===== src/rtl/pipe_ctrl_chain.sv =====
// pipe_ctrl_chain: in-order post-decode pipeline tracker and hazard engine.
// Tracks STAGES slots (slot 0 = EX, then MEM, WB, ...). Provides two-port
// operand forwarding, load-use stall with bubble insertion, branch flush of
// the issuing instruction, and halt drain detection.
// Optional: define PIPE_PERF_CNT_EN to add retired_cnt / stall_cnt outputs.
module pipe_ctrl_chain #(
  parameter int unsigned STAGES     = 3,
  parameter int unsigned XLEN       = 64,
  parameter int unsigned RA_W       = 5,
  parameter int unsigned LOAD_STAGE = 1
) (
  input  logic            clk,
  input  logic            rst,
  input  logic            iss_valid,
  input  logic [RA_W-1:0] iss_rd,
  input  logic            iss_we,
  input  logic            iss_is_load,
  input  logic            iss_halt,
  input  logic [RA_W-1:0] rs1_addr,
  input  logic [RA_W-1:0] rs2_addr,
  input  logic [XLEN-1:0] ex_result,
  input  logic [XLEN-1:0] ld_data,
  input  logic            flush,
  output logic            stall,
  output logic            fwd1_hit,
  output logic [XLEN-1:0] fwd1_data,
  output logic            fwd2_hit,
  output logic [XLEN-1:0] fwd2_data,
  output logic            wb_valid,
  output logic [RA_W-1:0] wb_rd,
  output logic [XLEN-1:0] wb_data,
  output logic            halted
`ifdef PIPE_PERF_CNT_EN
  ,
  output logic [31:0]     retired_cnt,
  output logic [31:0]     stall_cnt
`endif
);

  localparam int unsigned LAST = STAGES - 1;

  // Per-slot pipeline state
  logic            slot_valid   [STAGES];
  logic [RA_W-1:0] slot_rd      [STAGES];
  logic            slot_we      [STAGES];
  logic            slot_is_load [STAGES];
  logic            slot_halt    [STAGES];
  logic [XLEN-1:0] slot_data    [STAGES];
  logic            slot_ready   [STAGES];

  logic            halt_seen;
  logic            halted_q;
  logic            issue;
  logic            hazard;

  // Youngest-match results per source port
  logic            m1, r1, m2, r2;
  logic [XLEN-1:0] d1, d2;

  // Result availability: EX results are never forwardable from slot 0,
  // loads only become forwardable once they reach LOAD_STAGE.
  always_comb begin
    for (int unsigned k = 0; k < STAGES; k++) begin
      slot_ready[k] = 1'b1;
      if (k == 0)
        slot_ready[k] = 1'b0;
      else if (slot_is_load[k] && (k < LOAD_STAGE))
        slot_ready[k] = 1'b0;
    end
  end

  // Forwarding search: walk oldest to youngest so the youngest match wins.
  always_comb begin
    m1 = 1'b0;
    r1 = 1'b0;
    d1 = '0;
    m2 = 1'b0;
    r2 = 1'b0;
    d2 = '0;
    for (int unsigned i = 0; i < STAGES; i++) begin
      if (slot_valid[LAST-i] && slot_we[LAST-i] &&
          (slot_rd[LAST-i] == rs1_addr) && (rs1_addr != '0)) begin
        m1 = 1'b1;
        r1 = slot_ready[LAST-i];
        d1 = slot_data[LAST-i];
      end
      if (slot_valid[LAST-i] && slot_we[LAST-i] &&
          (slot_rd[LAST-i] == rs2_addr) && (rs2_addr != '0)) begin
        m2 = 1'b1;
        r2 = slot_ready[LAST-i];
        d2 = slot_data[LAST-i];
      end
    end
  end

  assign hazard    = (m1 & ~r1) | (m2 & ~r2);
  assign stall     = hazard & ~flush;
  assign issue     = iss_valid & ~stall & ~flush & ~halt_seen;

  assign fwd1_hit  = m1 & r1;
  assign fwd1_data = fwd1_hit ? d1 : '0;
  assign fwd2_hit  = m2 & r2;
  assign fwd2_data = fwd2_hit ? d2 : '0;

  assign wb_valid  = slot_valid[LAST] & slot_we[LAST] & (slot_rd[LAST] != '0);
  assign wb_rd     = slot_rd[LAST];
  assign wb_data   = slot_data[LAST];

  assign halted    = halted_q | (slot_valid[LAST] & slot_halt[LAST]);

  // Slot shift register: slot 0 takes the issue (or a bubble), all others advance.
  always_ff @(posedge clk or posedge rst) begin
    if (rst) begin
      for (int unsigned k = 0; k < STAGES; k++) begin
        slot_valid[k]   <= 1'b0;
        slot_rd[k]      <= '0;
        slot_we[k]      <= 1'b0;
        slot_is_load[k] <= 1'b0;
        slot_halt[k]    <= 1'b0;
        slot_data[k]    <= '0;
      end
    end else begin
      slot_valid[0]   <= issue;
      slot_rd[0]      <= issue ? iss_rd : '0;
      slot_we[0]      <= issue & iss_we;
      slot_is_load[0] <= issue & iss_is_load;
      slot_halt[0]    <= issue & iss_halt;
      slot_data[0]    <= '0;
      for (int unsigned k = 1; k < STAGES; k++) begin
        slot_valid[k]   <= slot_valid[k-1];
        slot_rd[k]      <= slot_rd[k-1];
        slot_we[k]      <= slot_we[k-1];
        slot_is_load[k] <= slot_is_load[k-1];
        slot_halt[k]    <= slot_halt[k-1];
        // Load return overrides the EX capture when LOAD_STAGE is slot 1.
        if ((k == LOAD_STAGE) && slot_is_load[k-1])
          slot_data[k] <= ld_data;
        else if (k == 1)
          slot_data[k] <= ex_result;
        else
          slot_data[k] <= slot_data[k-1];
      end
    end
  end

  // Halt bookkeeping: issue block after a halt, sticky drain indication.
  always_ff @(posedge clk or posedge rst) begin
    if (rst) begin
      halt_seen <= 1'b0;
      halted_q  <= 1'b0;
    end else begin
      if (issue && iss_halt)
        halt_seen <= 1'b1;
      if (halted)
        halted_q <= 1'b1;
    end
  end

`ifdef PIPE_PERF_CNT_EN
  // Performance counters: retirements out of the last slot and stall cycles.
  always_ff @(posedge clk or posedge rst) begin
    if (rst) begin
      retired_cnt <= '0;
      stall_cnt   <= '0;
    end else begin
      if (slot_valid[LAST])
        retired_cnt <= retired_cnt + 32'd1;
      if (stall)
        stall_cnt <= stall_cnt + 32'd1;
    end
  end
`endif

endmodule

===== config.mk =====
export PLATFORM = sky130hd
export DESIGN_NAME = pipe_ctrl_chain
export DESIGN_NICKNAME = d
export VERILOG_FILES = /design/src/rtl/pipe_ctrl_chain.sv
export SDC_FILE = /design/constraint.sdc
export NUM_CORES = 1
export LEC_CHECK = 0
export ABC_CLOCK_PERIOD_IN_PS = 6070
export BUFFER_PORTS_ARGS = -buffer_cell sky130_fd_sc_hd__buf_2
export CELL_PAD_IN_SITES_DETAIL_PLACEMENT = 0
export CELL_PAD_IN_SITES_GLOBAL_PLACEMENT = 2
export CORE_MARGIN = 2
export CORE_UTILIZATION = 27
export CTS_CLUSTER_DIAMETER = 50
export DETAILED_ROUTE_END_ITERATION = 7
export GPL_TIMING_DRIVEN = 0
export MAX_ROUTING_LAYER = met4
export PLACE_DENSITY = 0.88
export SYNTH_ARGS = -nofsm -noshare
export SYNTH_HDL_FRONTEND = slang
export SYNTH_SLANG_ARGS = --single-unit

===== constraint.sdc =====
create_clock -name clk -period 6.07 [get_ports clk]
set_clock_uncertainty 0.2 [all_clocks]
set_input_delay 0.607 -clock clk [delete_from_list [all_inputs] [get_ports clk]]
set_output_delay 0.607 -clock clk [all_outputs]
set_load 0.01 [all_outputs]

After elaboration in Yosys (flattened, before gate mapping)
Cells that the tools add are included.
{"block": "classes", "n_addsub": 0, "multipliers": 0, "div_mod_pow": 0, "n_lt_le_gt_ge": 0, "n_eq_ne": 6, "shifts": 0, "muxes": 18, "n_bitwise": 21, "n_reduce_logical": 19}
{"cell": "64-bit two-way mux", "count": 9}
{"cell": "5-bit == test", "count": 6}
{"cell": "1-bit logical AND", "count": 16}
{"cell": "5-bit nonzero test", "count": 3}
{"cell": "1-bit AND", "count": 14}
{"cell": "1-bit two-way mux", "count": 8}
{"cell": "5-bit two-way mux", "count": 1}
{"cell": "1-bit inverter", "count": 5}
{"cell": "1-bit bitwise OR", "count": 2}
{"block": "word_totals", "regBits": 155, "latch_bits": 0, "mem_bits_rw": 0, "rom_bits": 0, "n_memories": 0}

Longest topological paths before layout
Gate-level depths: netlist of run 1.
{"block": "depth", "word_depth": 15, "ltp_mapped": 8}

Worst setup path before layout of run 1
No wires, ideal clock.
{"block": "synth_path", "path_type": "input-to-output", "from": "input port rs2_addr[0]", "to": "output port fwd2_data[14]", "arrival_ns": 2.141, "required_ns": 5.263, "setup_slack_ns": 3.122, "cell_stages": 8, "path_buffers": 3, "cell_sequence": "clkbuf_1 xnor2_1 o221ai_1 nor4_1 buf_2 clkbuf_1 nand2_1 a21oi_1"}
{"block": "synth_via", "elab_chain_cells": 8, "elab_cells_between_ends": 19, "classes_between": "eq/ne: 3; mux: 8; bitwise: 1; reduce/logical: 7"}
{"item": "start, declared", "line_no": "20", "text": "input logic [RA_W-1:0] rs2_addr,"}
{"item": "5-bit == test", "line_no": "88", "text": "(slot_rd[LAST-i] == rs2_addr) && (rs2_addr != '0)) begin"}
{"item": "1-bit logical AND", "line_no": "87", "text": "if (slot_valid[LAST-i] && slot_we[LAST-i] &&"}
{"item": "1-bit logical AND", "line_no": "88"}
{"item": "1-bit two-way mux (3 in a row)", "line_no": "87"}
{"item": "1-bit AND", "line_no": "102", "text": "assign fwd2_hit = m2 & r2;"}
{"item": "64-bit two-way mux (*)", "line_no": "103", "text": "assign fwd2_data = fwd2_hit ? d2 : '0;"}
{"item": "end, declared", "line_no": "28", "text": "output logic [XLEN-1:0] fwd2_data,"}
Mark *: on every way between the ends. The rest lies on a longest branch, timed or not.

Worst setup path after layout of run 1
{"block": "layout_path", "from": "input port rs1_addr[0]", "to": "output port fwd1_data[38]"}
{"block": "layout_via", "elab_chain_cells": 8, "elab_cells_between_ends": 19, "classes_between": "eq/ne: 3; mux: 8; bitwise: 1; reduce/logical: 7"}
{"item": "start, declared", "line_no": "19", "text": "input logic [RA_W-1:0] rs1_addr,"}
{"item": "5-bit == test", "line_no": "82", "text": "(slot_rd[LAST-i] == rs1_addr) && (rs1_addr != '0)) begin"}
{"item": "1-bit logical AND", "line_no": "81", "text": "if (slot_valid[LAST-i] && slot_we[LAST-i] &&"}
{"item": "1-bit logical AND", "line_no": "82"}
{"item": "1-bit two-way mux (3 in a row)", "line_no": "81"}
{"item": "1-bit AND", "line_no": "100", "text": "assign fwd1_hit = m1 & r1;"}
{"item": "64-bit two-way mux (*)", "line_no": "101", "text": "assign fwd1_data = fwd1_hit ? d1 : '0;"}
{"item": "end, declared", "line_no": "26", "text": "output logic [XLEN-1:0] fwd1_data,"}
Marked as above.

==> results of run 1 <==
worst min-delay path by stage:
stage,start,endpoint,slack [ps],depth (start not counted)
2_1_floorplan,slot_halt[1]$_DFF_PP0_,slot_halt[0]$_DFF_PP0_,130,0
3_3_place_gp,slot_halt[2]$_DFF_PP0_,slot_halt[1]$_DFF_PP0_,130,0
3_5_place_dp,slot_halt[2]$_DFF_PP0_,slot_halt[1]$_DFF_PP0_,130,0
4_1_cts,rst,slot_data[75]$_DFF_PP0_,50,2
5_1_grt,rst,slot_is_load[2]$_DFF_PP0_,70,2
6_report,rst,slot_data[75]$_DFF_PP0_,40,2
power by group through the flow:
| stage | logic, mW | clock network (mW) | registers, mW |
|---|---|---|---|
| after floorplan | 0.151 | 0 | 1.16 |
| after global placement | 0.269 | 0 | 1.18 |
| after detailed placement | 0.273 | 0 | 1.18 |
| after CTS | 0.275 | 1.10 | 1.16 |
| after global routing | 0.293 | 1.14 | 1.17 |
| final | 0.269 | 1.07 | 1.16 |
cell type report:
| cell class | instances | area [µm²] |
|---|---|---|
| clock inverter | 15 | 153 |
| multi-input combinational | 530 | 3230 |
| timing repair buffer | 350 | 1770 |
| clock buffer | 17 | 425 |
| buffer | 147 | 867 |
| fill | 2997 | 18100 |
| sequential | 155 | 3880 |
| tap | 384 | 480 |
| inverter | 3 | 18.8 |
sequential cells by signal, indices dropped and copies added (netlist names):
register and cells:
slot_valid 3, wb_rd 5, slot_is_load 1, slot_we 3, halted_q 1, halt_seen 1, slot_halt 3, wb_data 64
slot_rd 10, slot_data 64
Yosys cell counts (all sizes together):
cell type  number  share of area [%]
xnor2          25                2.7
a21oi         130                8.2
nand4         125                9.8
xor2            3               0.33
or4             5               0.52
nand3           9               0.56
and2           10               0.78
or3             1              0.078
o211ai          1              0.094
buf           105                8.9
a21o            3               0.28
and3            5               0.39
o211a           1               0.13
nand2         131                6.2
o21a            1              0.094
a221o           1               0.13
inv             3               0.14
nand2b          1              0.078
nor3            4               0.25
dfrtp         155                 49
nor2            7               0.36
nor4            2               0.34
mux2           64                9.0
o221ai          1               0.11
clkbuf         42                2.0
metal layers:
| metal | wire length, µm | vias to the layer above | global-route usage [%] |
|---|---|---|---|
| met3 | 1790 | 18 | 3.64 |
| met2 | 15700 | 315 | 33.9 |
| li1 | - | 3622 | - |
| met1 | 13800 | 3875 | 26.6 |
| met5 | 0 | - | - |
| met4 | 360 | 0 | 4.41 |
metrics by stage:
| step | utilization (%) | hold slack, ps | TNS (ps) | instances | power, mW |
|---|---|---|---|---|---|
| final | 37.4 | 36.6 | 0 | 1601 | 2.50 |
| after CTS | 37.4 | 46.6 | 0 | 1601 | 2.53 |
| after global routing | 37.4 | 66.2 | 0 | 1601 | 2.60 |
| after floorplan | - | 131 | 0 | 835 | 1.31 |
| after global placement | 35.3 | 134 | -149560 | 1568 | 1.45 |
| after detailed placement | 35.4 | 135 | 0 | 1569 | 1.45 |
critical path: cells and delay by family:
kind | cells | cell delay, ps
compound gates | 2 | 390
xor+xnor | 1 | 160
buf+inv | 3 | 1000
simple gates | 2 | 1240
placed cells by master, fill, tap and decap left out, types with 2 or more instances in the layout:
cell type   count
buf_2         372
clkinv_8        2
and3_1          5
xnor2_1        25
inv_8           6
or4_1           4
and2_1         10
a21oi_1       130
xor2_1          3
nand2_1       131
nor3_1          4
nor2_1          6
clkbuf_1       41
nand4_1       125
buf_1           6
dfrtp_1       155
nand3_1         9
clkinvlp_4      2
buf_4          76
mux2_2         64
inv_6           4
clkbuf_16      17
a21o_1          3
inv_1           2
logic make-up (layout without fill, tap and decap cells):
family / after synthesis / after routing / synth area share (%)
DFF: 155 / 155 / 48.6
muxes: 64 / 64 / 9.03
xor gates and xnor gates: 28 / 28 / 3.07
and+or+nand+nor: 300 / 300 / 19.3
AOI/OAI and AO/OA: 138 / 138 / 8.98
buffers and inverters: 150 / 532 / 11.0
==> flow_metrics.env, run 1 <==
export IMPL_gr_total_overflow=0
export IMPL_cts_max_level=4
export IMPL_ctsResizeCount=0
export IMPL_hold_viol_final=0
export IMPL_cp_start_kind="input port"
export IMPL_setup_worst_path_end="fwd1_data[38]"
export IMPL_hpwl_um=23000
export IMPL_slew_limit_headroom_pct=7.56
export IMPL_p_switching_uw=704
export IMPL_first_global_vias=7808
export IMPL_num_rows=62
export IMPL_hold_buffers=0
export IMPL_setup_viol=0
export IMPL_ys_types=31
export IMPL_die_w_um=176
export IMPL_cts_setup_buffers=0
export IMPL_path_max_fanout=10
export IMPL_tightest_slew_ps=1380
export IMPL_synthCells=835
export IMPL_ir_worst_vdd_v=0.000150
export IMPL_grt_util_all_layers_pct=20.6
export IMPL_drive_above_1_share_pct=45.2
export IMPL_cts_sinks=155
export IMPL_status="finished clean"
export IMPL_grt_pass1_wl_um=47100
export IMPL_antenna_found_initial=0
export IMPL_reg2reg_slack_ps=3480
export IMPL_power_share_switching_pct=28.2
export IMPL_arrival_ps=3410
export IMPL_leakagePower_nw=5.08
export IMPL_first_pass_iters=5
export IMPL_syn_cell_area_mm2=0.00798
export IMPL_clockPowerShare_pct=42.8
export IMPL_nNetsFinal=1354
export IMPL_start_util_pct=27.6
export IMPL_dpl_instance_area_mm2=0.0102
export IMPL_avgRoutedWirePerCell_um=19.7
export IMPL_internal_power_mw=1.79
export IMPL_rsz0062_at_grt="no"
export IMPL_required_ps=5260
export IMPL_drt_initial_drc_count=471
export IMPL_drt_total_wl_um=31600
export IMPL_post_route_period_util_pct=69.5
export IMPL_io_buffers=349
export IMPL_drtAntennaViolNets=0
export IMPL_clock_latency_ps=430
export IMPL_r2r_start="slot_is_load[2]$_DFF_PP0_"
export IMPL_finalWeightedCongestion=0.839
export IMPL_cp_common_cell="clkbuf_1"
export IMPL_die_area_mm2=0.0310
export IMPL_comb_power_share_pct=10.8
export IMPL_num_vias=7830
export IMPL_ys_seq_elements=155
export IMPL_antenna_cells=0
export IMPL_hp_class="in2async"
export IMPL_cts_inserted_buffers=17
export IMPL_ys_seq_area_share_pct=48.6
export IMPL_reg2regPathDepth=3
export IMPL_vias_per_cell=4.89
export IMPL_endpoint_kind="primary output"
export IMPL_r2r_end="slot_data[98]$_DFF_PP0_"
export IMPL_maxSlewViolCount=0
export IMPL_core_mm2=0.0289
export IMPL_grt_max_degree=79
export IMPL_pwr_share_seq_pct=46.4
export IMPL_cellPowerDensity_mw_per_mm2=231
export IMPL_die_h_um=176
export IMPL_synth_nets=985
export IMPL_dp_slack_ps=1880
export IMPL_ys_warnings_count=0
export IMPL_drv_cap=0
export IMPL_cp_cell_sequence="clkbuf_1 > xnor2_1 > o211ai_1 > nor2_1 > clkbuf_1 > nand3_1 > a21oi_1 > buf_2"
export IMPL_pin_count=352
export IMPL_cts_root_buffer_cell="clkbuf_16"
export IMPL_fmax_ghz=0.237
export IMPL_synth_area_per_cell_um2=9.56
export IMPL_period_needed_ps=4220
export IMPL_slowest_delay_ps=1070
export IMPL_setup_ws_ps=1850
export IMPL_startpoint="rs1_addr[0]"
export IMPL_critPathKind="in2out"
export IMPL_cp_slowest_cell="nor2_1"
export IMPL_cts_buffer_depth=2
export IMPL_clk_pin_slew_worst_paths_ps=80
export IMPL_cts_tree="done"
export IMPL_synthToLayoutAreaGrowth_pct=35.6
export IMPL_drc=0
export IMPL_stdcell_area_mm2=0.0108
(Power assumes the default switching activity.)
==> run 2, diff against run 1 <==
Settings changed: ABC_CLOCK_PERIOD_IN_PS 6070 to 3400, CORE_UTILIZATION 27 to 25, PLACE_DENSITY 0.88 to 0.86.
Clock period 6.07 ns to 3.4 ns, I/O delays scaled along.
==> run 2 against run 1 <==
  * First-iteration DRC count rose by 8.3%
  * Global-route usage barely moved
  * Largest cell class is now non-clock buffers
  * Sequential share of layout area fell by 4.6 points
  * Routed wire length rose by 7.3%
  * Die area rose by 7.8%
  * Combinational power rose by 140%
  * Design area rose by 15%
==> flow_metrics.env, run 2 (synthesis gave the netlist of run 1 again) <==
export IMPL_status="finished clean"
export IMPL_stdcell_count=1760
export IMPL_comb_power_share_pct=13.1
export IMPL_critPathKind="reg2out"
export IMPL_arrival_ps=2740
export IMPL_drc=0
export IMPL_die_h_um=183
export IMPL_placedCellCount=1590
export IMPL_dpl_instance_area_mm2=0.0103
export IMPL_clock_latency_ps=430
export IMPL_grt_max_degree=42
export IMPL_stdcell_area_mm2=0.0124
export IMPL_synthToLayoutAreaGrowth_pct=55.8
export IMPL_grt_util_all_layers_pct=20.6
export IMPL_drt_total_wl_um=33900
export IMPL_setup_viol=0
export IMPL_hp_class="in2reg"
export IMPL_whs_ps=20.0
export IMPL_clockPowerShare_pct=44.6
export IMPL_required_ps=2860
export IMPL_pwr_share_seq_pct=42.4
export IMPL_rsz0062_at_grt="yes"
export IMPL_drv_cap=0
export IMPL_io_buffers=349
export IMPL_first_global_vias=8759
export IMPL_power_share_switching_pct=25.6
export IMPL_cts_inserted_buffers=17
export IMPL_cts_tree="done"
export IMPL_drive_above_1_share_pct=43.1
export IMPL_num_rows=65
export IMPL_cts_sinks=155
export IMPL_hold_viol_final=0
export IMPL_vias_per_cell=4.83
export IMPL_final_cell_mix="buf_2 (370), dfrtp_1 (155), dlygate4sd3_1 (136)"
export IMPL_tightest_slew_ps=1150
export IMPL_first_pass_iters=5
export IMPL_nNetsFinal=1494
export IMPL_clk_pin_slew_worst_paths_ps=80
export IMPL_hpwl_um=23500
export IMPL_antenna_found_initial=1
export IMPL_p_switching_mw=1.25
export IMPL_die_w_um=183
export IMPL_avgRoutedWirePerCell_um=19.3
export IMPL_drtAntennaViolNets=0
export IMPL_core_mm2=0.0315
export IMPL_cts_root_buffer_cell="clkbuf_16"
export IMPL_maxSlewViolCount=0
export IMPL_finalWeightedCongestion=0.815
export IMPL_slew_limit_headroom_pct=23.2
export IMPL_period_needed_ps=3280
export IMPL_die_area_mm2=0.0334
export IMPL_gr_total_overflow=0
export IMPL_start_util_pct=25.4
export IMPL_endpoint_kind="primary output"
export IMPL_cts_max_level=4
export IMPL_post_route_period_util_pct=96.5
export IMPL_ir_worst_vdd_v=0.000291
export IMPL_cellPowerDensity_mw_per_mm2=393
export IMPL_pin_count=352
export IMPL_path_max_fanout=10
export IMPL_num_vias=8504
export IMPL_drt_initial_drc_count=510
export IMPL_fmax_ghz=0.305
export IMPL_internal_power_mw=3.64
export IMPL_cp_start_kind="flop"
export IMPL_leakagePower_nw=5.80
export IMPL_final_common_cell="buf_2"
export IMPL_grt_pass1_wl_um=50600
export IMPL_cts_buffer_depth=2
[run 2: worst paths after layout]
kind                                            from  slack (ps)  cells after the start                       end
hold reg to reg               slot_halt[1]$_DFF_PP0_         150                      0    slot_halt[0]$_DFF_PP0_
hold / removal                         ex_result[40]          20                      2  slot_data[104]$_DFF_PP0_
setup / recovery                  wb_rd[4]$_DFF_PP0_         120                      7             fwd1_data[57]
setup reg to reg           slot_is_load[2]$_DFF_PP0_         210                      4  slot_data[103]$_DFF_PP0_
min in group asynchronous                        rst         150                      3     halt_seen$_DFFE_PP0P_
max in group asynchronous                        rst        2090                      5   slot_data[99]$_DFF_PP0_
[run 2: per-layer routing]
layer | track usage, % | wire length, µm | share of wire (%) | vias to the layer above
li1 | - | - | - | 3907
met5 | - | 0 | 0 | -
met3 | 3.57 | 2050 | 6.0 | 56
met4 | 7.32 | 927 | 2.7 | 0
met2 | 33.9 | 16600 | 49 | 391
met1 | 25.4 | 14300 | 42 | 4150
[run 2: cell type report]
class / instances / area, µm²
diodes: 1 / 2.50
plain buffers: 147 / 908
clock buffers: 18 / 439
clock inverters: 14 / 218
fillers: 3178 / 19000
inverters: 3 / 15.0
multi-input cells: 530 / 3270
flip-flops and latches: 155 / 3880
well taps: 402 / 503
repair buffers: 490 / 3200
[run 2: power by group through the flow]
stage	clock (mW)	combinational, mW	sequential (mW)
3_5_place_dp	0	0.495	2.11
4_1_cts	2.24	0.638	2.07
3_3_place_gp	0	0.482	2.10
5_1_grt	2.31	0.690	2.09
2_1_floorplan	0	0.270	2.08
6_report	2.18	0.638	2.07
[run 2: metrics by stage]
stage	total power [mW]	util (%)	setup TNS, ps	worst slack, ps
floorplan	2.35	-	0	901
global placement	2.58	32.5	-52910	-321
detailed placement	2.60	32.8	-15520	-328
CTS	4.94	39.3	0	4.33
global route	5.09	39.5	-137	-40.7
finish	4.89	39.5	0	118
[run 2: repair_timing]
action / in CTS / in global routing
hold endpoints to repair: 151 / 2
setup buffers: 1 / 0
pin swaps: 1 / 0
gates cloned: 0 / 0
hold buffers: 134 / 2
endpoints found under the setup margin: 128 / 80
gates resized for setup: 18 / 30
[run 2: critical path, cell delays in order, from the launching register on]
cell and delay [ps]:
dfrtp_1 430, xnor2_1 170, o211ai_1 180, nor2_4 470
clkbuf_1 520, nand4_1 160, a21oi_1 210, buf_2 160
==> run 3, diff against run 2 <==
Settings changed: CTS_BUF_LIST set to sky130_fd_sc_hd__clkbuf_8 sky130_fd_sc_hd__clkbuf_16, PLACE_DENSITY 0.86 to unset, PLACE_DENSITY_LB_ADDON set to 0.1.
==> run 3 against run 2 <==
  * Combinational power decreased by 0.6%
  * Highest routed layer unchanged
  * Global-route usage up 0.30 points
  * Non-clock buffer count up 1
  * Worst setup slack improved by 75 ps
  * Critical path depth up 2
  * Largest power group is now sequential cells
  * Register-to-register slack better by 240 ps
  * Sequential share of layout area increased by 0.095 points
  * Hold slack better by 44 ps
  * Cell count stayed put
  * Critical path type is now in2out
  * Design area decreased by 0.30%
  * Via count fell by 3.8%
  * Largest cell class unchanged
==> flow_metrics.env, run 3 (synthesis gave the netlist of run 1 again) <==
export IMPL_status="finished clean"
export IMPL_startpoint="rs2_addr[1]"
export IMPL_core_mm2=0.0315
export IMPL_stdcell_area_mm2=0.0124
export IMPL_hp_class="in2reg"
export IMPL_final_cell_mix="buf_2 (371), dfrtp_1 (155), dlygate4sd3_1 (137)"
export IMPL_r2r_start="slot_is_load[2]$_DFF_PP0_"
export IMPL_min_path_cells=3
export IMPL_num_vias=8178
export IMPL_r2r_end="slot_data[83]$_DFF_PP0_"
export IMPL_endpoint_kind="primary output"
export IMPL_arrival_ps=2670
export IMPL_finalWeightedCongestion=0.785
export IMPL_first_pass_iters=5
export IMPL_nNetsFinal=1495
export IMPL_setup_worst_path_end="fwd2_data[16]"
export IMPL_tightest_slew_ps=926
export IMPL_die_h_um=183
export IMPL_drv_cap=0
export IMPL_synthToLayoutAreaGrowth_pct=55.3
export IMPL_grt_max_degree=38
export IMPL_drive_above_1_share_pct=43.3
export IMPL_cellPowerDensity_mw_per_mm2=383
export IMPL_fmax_ghz=0.312
export IMPL_gr_total_overflow=0
export IMPL_dpl_instance_area_mm2=0.0103
export IMPL_num_rows=65
export IMPL_vias_per_cell=4.65
export IMPL_drt_total_wl_um=33700
export IMPL_cts_buffer_depth=2
export IMPL_drtAntennaViolNets=0
export IMPL_io_buffers=349
export IMPL_drt_initial_drc_count=459
export IMPL_stdcell_count=1760
export IMPL_leakagePower_nw=5.80
export IMPL_cp_start_kind="input port"
export IMPL_hold_viol_final=0
export IMPL_final_setup_tns_ps=0
export IMPL_ir_worst_vdd_v=0.000322
export IMPL_avgRoutedWirePerCell_um=19.2
export IMPL_setup_ws_ps=193
export IMPL_cts_inserted_buffers=17
export IMPL_drc=0
export IMPL_die_area_mm2=0.0334
export IMPL_clock_latency_ps=420
export IMPL_path_max_fanout=10
export IMPL_pin_count=352
export IMPL_reg2reg_slack_ps=450
export IMPL_critPathKind="in2out"
export IMPL_grt_pass1_wl_um=50900
export IMPL_rsz0062_at_grt="no"
export IMPL_dp_slack_ps=-219
export IMPL_final_common_cell="buf_2"
export IMPL_first_global_vias=8530
export IMPL_antenna_cells=0
export IMPL_cts_root_buffer_cell="clkbuf_16"
export IMPL_die_w_um=183
export IMPL_slew_limit_headroom_pct=38.3
export IMPL_cts_sinks=155
export IMPL_start_util_pct=25.4
export IMPL_maxSlewViolCount=0
export IMPL_cts_max_level=4
export IMPL_grt_util_all_layers_pct=20.9
export IMPL_hpwl_um=23900
export IMPL_setup_viol=0
export IMPL_placedCellCount=1590
export IMPL_required_ps=2860
export IMPL_period_needed_ps=3210
export IMPL_antenna_found_initial=0
export IMPL_clk_pin_slew_worst_paths_ps=60
export IMPL_post_route_period_util_pct=94.3
export IMPL_reg2regPathDepth=4
export IMPL_cts_tree="done"
export IMPL_whs_ps=64.2
run 3: cell types whose count changed in the layout (fill, tap and decap cells not counted), sizes merged:
| cell | delta |
|---|---|
| bufinv | -1 |
| clkbuf | +2 |
| dlygate4sd3 | +1 |
| clkinv | +6 |
| buf | -1 |
| diode | -1 |
| inv | -6 |
run 3: worst max-delay path: stages:
cell,delay [ps]
buf_2,150
or4_1,560
nor2_1,280
or4_1,170
buf_2,330
buf_4,260
nand4_1,100
a21oi_1,280
buf_2,190
run 3: metal layers:
metal	track usage (%)	part of all wire [%]	wire (µm)
met5	-	0	0
met4	6.77	2.6	862
met3	5.17	6.4	2140
met2	33.6	48	16300
met1	25.7	43	14400
run 3: area by class of cell:
type | instances | area, µm²
inverters | 3 | 15.0
clock inverters | 13 | 168
multi-input cells | 530 | 3270
plain buffers | 147 | 907
repair buffers | 491 | 3210
fillers | 3261 | 19100
flip-flops and latches | 155 | 3880
well taps | 402 | 503
clock buffers | 19 | 453
run 3: repair_timing:
| item | CTS | global route |
|---|---|---|
| gates resized for setup | 18 | 32 |
| pin swaps | 0 | 1 |
| buffers inserted | 0 | 1 |
| hold endpoints to repair | 89 | 0 |
| hold buffers | 137 | 0 |
| setup endpoints to repair | 125 | 95 |
run 3: worst min path at each step:
stage                            from                      end  slack [ps]
2_1_floorplan  slot_halt[1]$_DFF_PP0_   slot_halt[0]$_DFF_PP0_         130
3_3_place_gp   slot_halt[1]$_DFF_PP0_   slot_halt[0]$_DFF_PP0_         130
3_5_place_dp   slot_halt[1]$_DFF_PP0_   slot_halt[0]$_DFF_PP0_         140
4_1_cts                     iss_valid  slot_valid[2]$_DFF_PP0_          40
5_1_grt                     iss_valid  slot_valid[2]$_DFF_PP0_          50
6_report                    iss_valid  slot_valid[2]$_DFF_PP0_          60
run 3: power by group:
group	switching, mW	total [mW]	internal (mW)	leakage (nW)
Combinational	0.252	0.634	0.382	3.63
Clock	0.840	2.04	1.20	0.311
Sequential	0.103	2.07	1.97	1.86
run 3: stage by stage:
step | total power, mW | util [%]
3_3_place_gp | 2.59 | 32.5
4_1_cts | 4.82 | 39.2
3_5_place_dp | 2.60 | 32.8
5_1_grt | 4.97 | 39.4
6_report | 4.75 | 39.4
2_1_floorplan | 2.35 | -
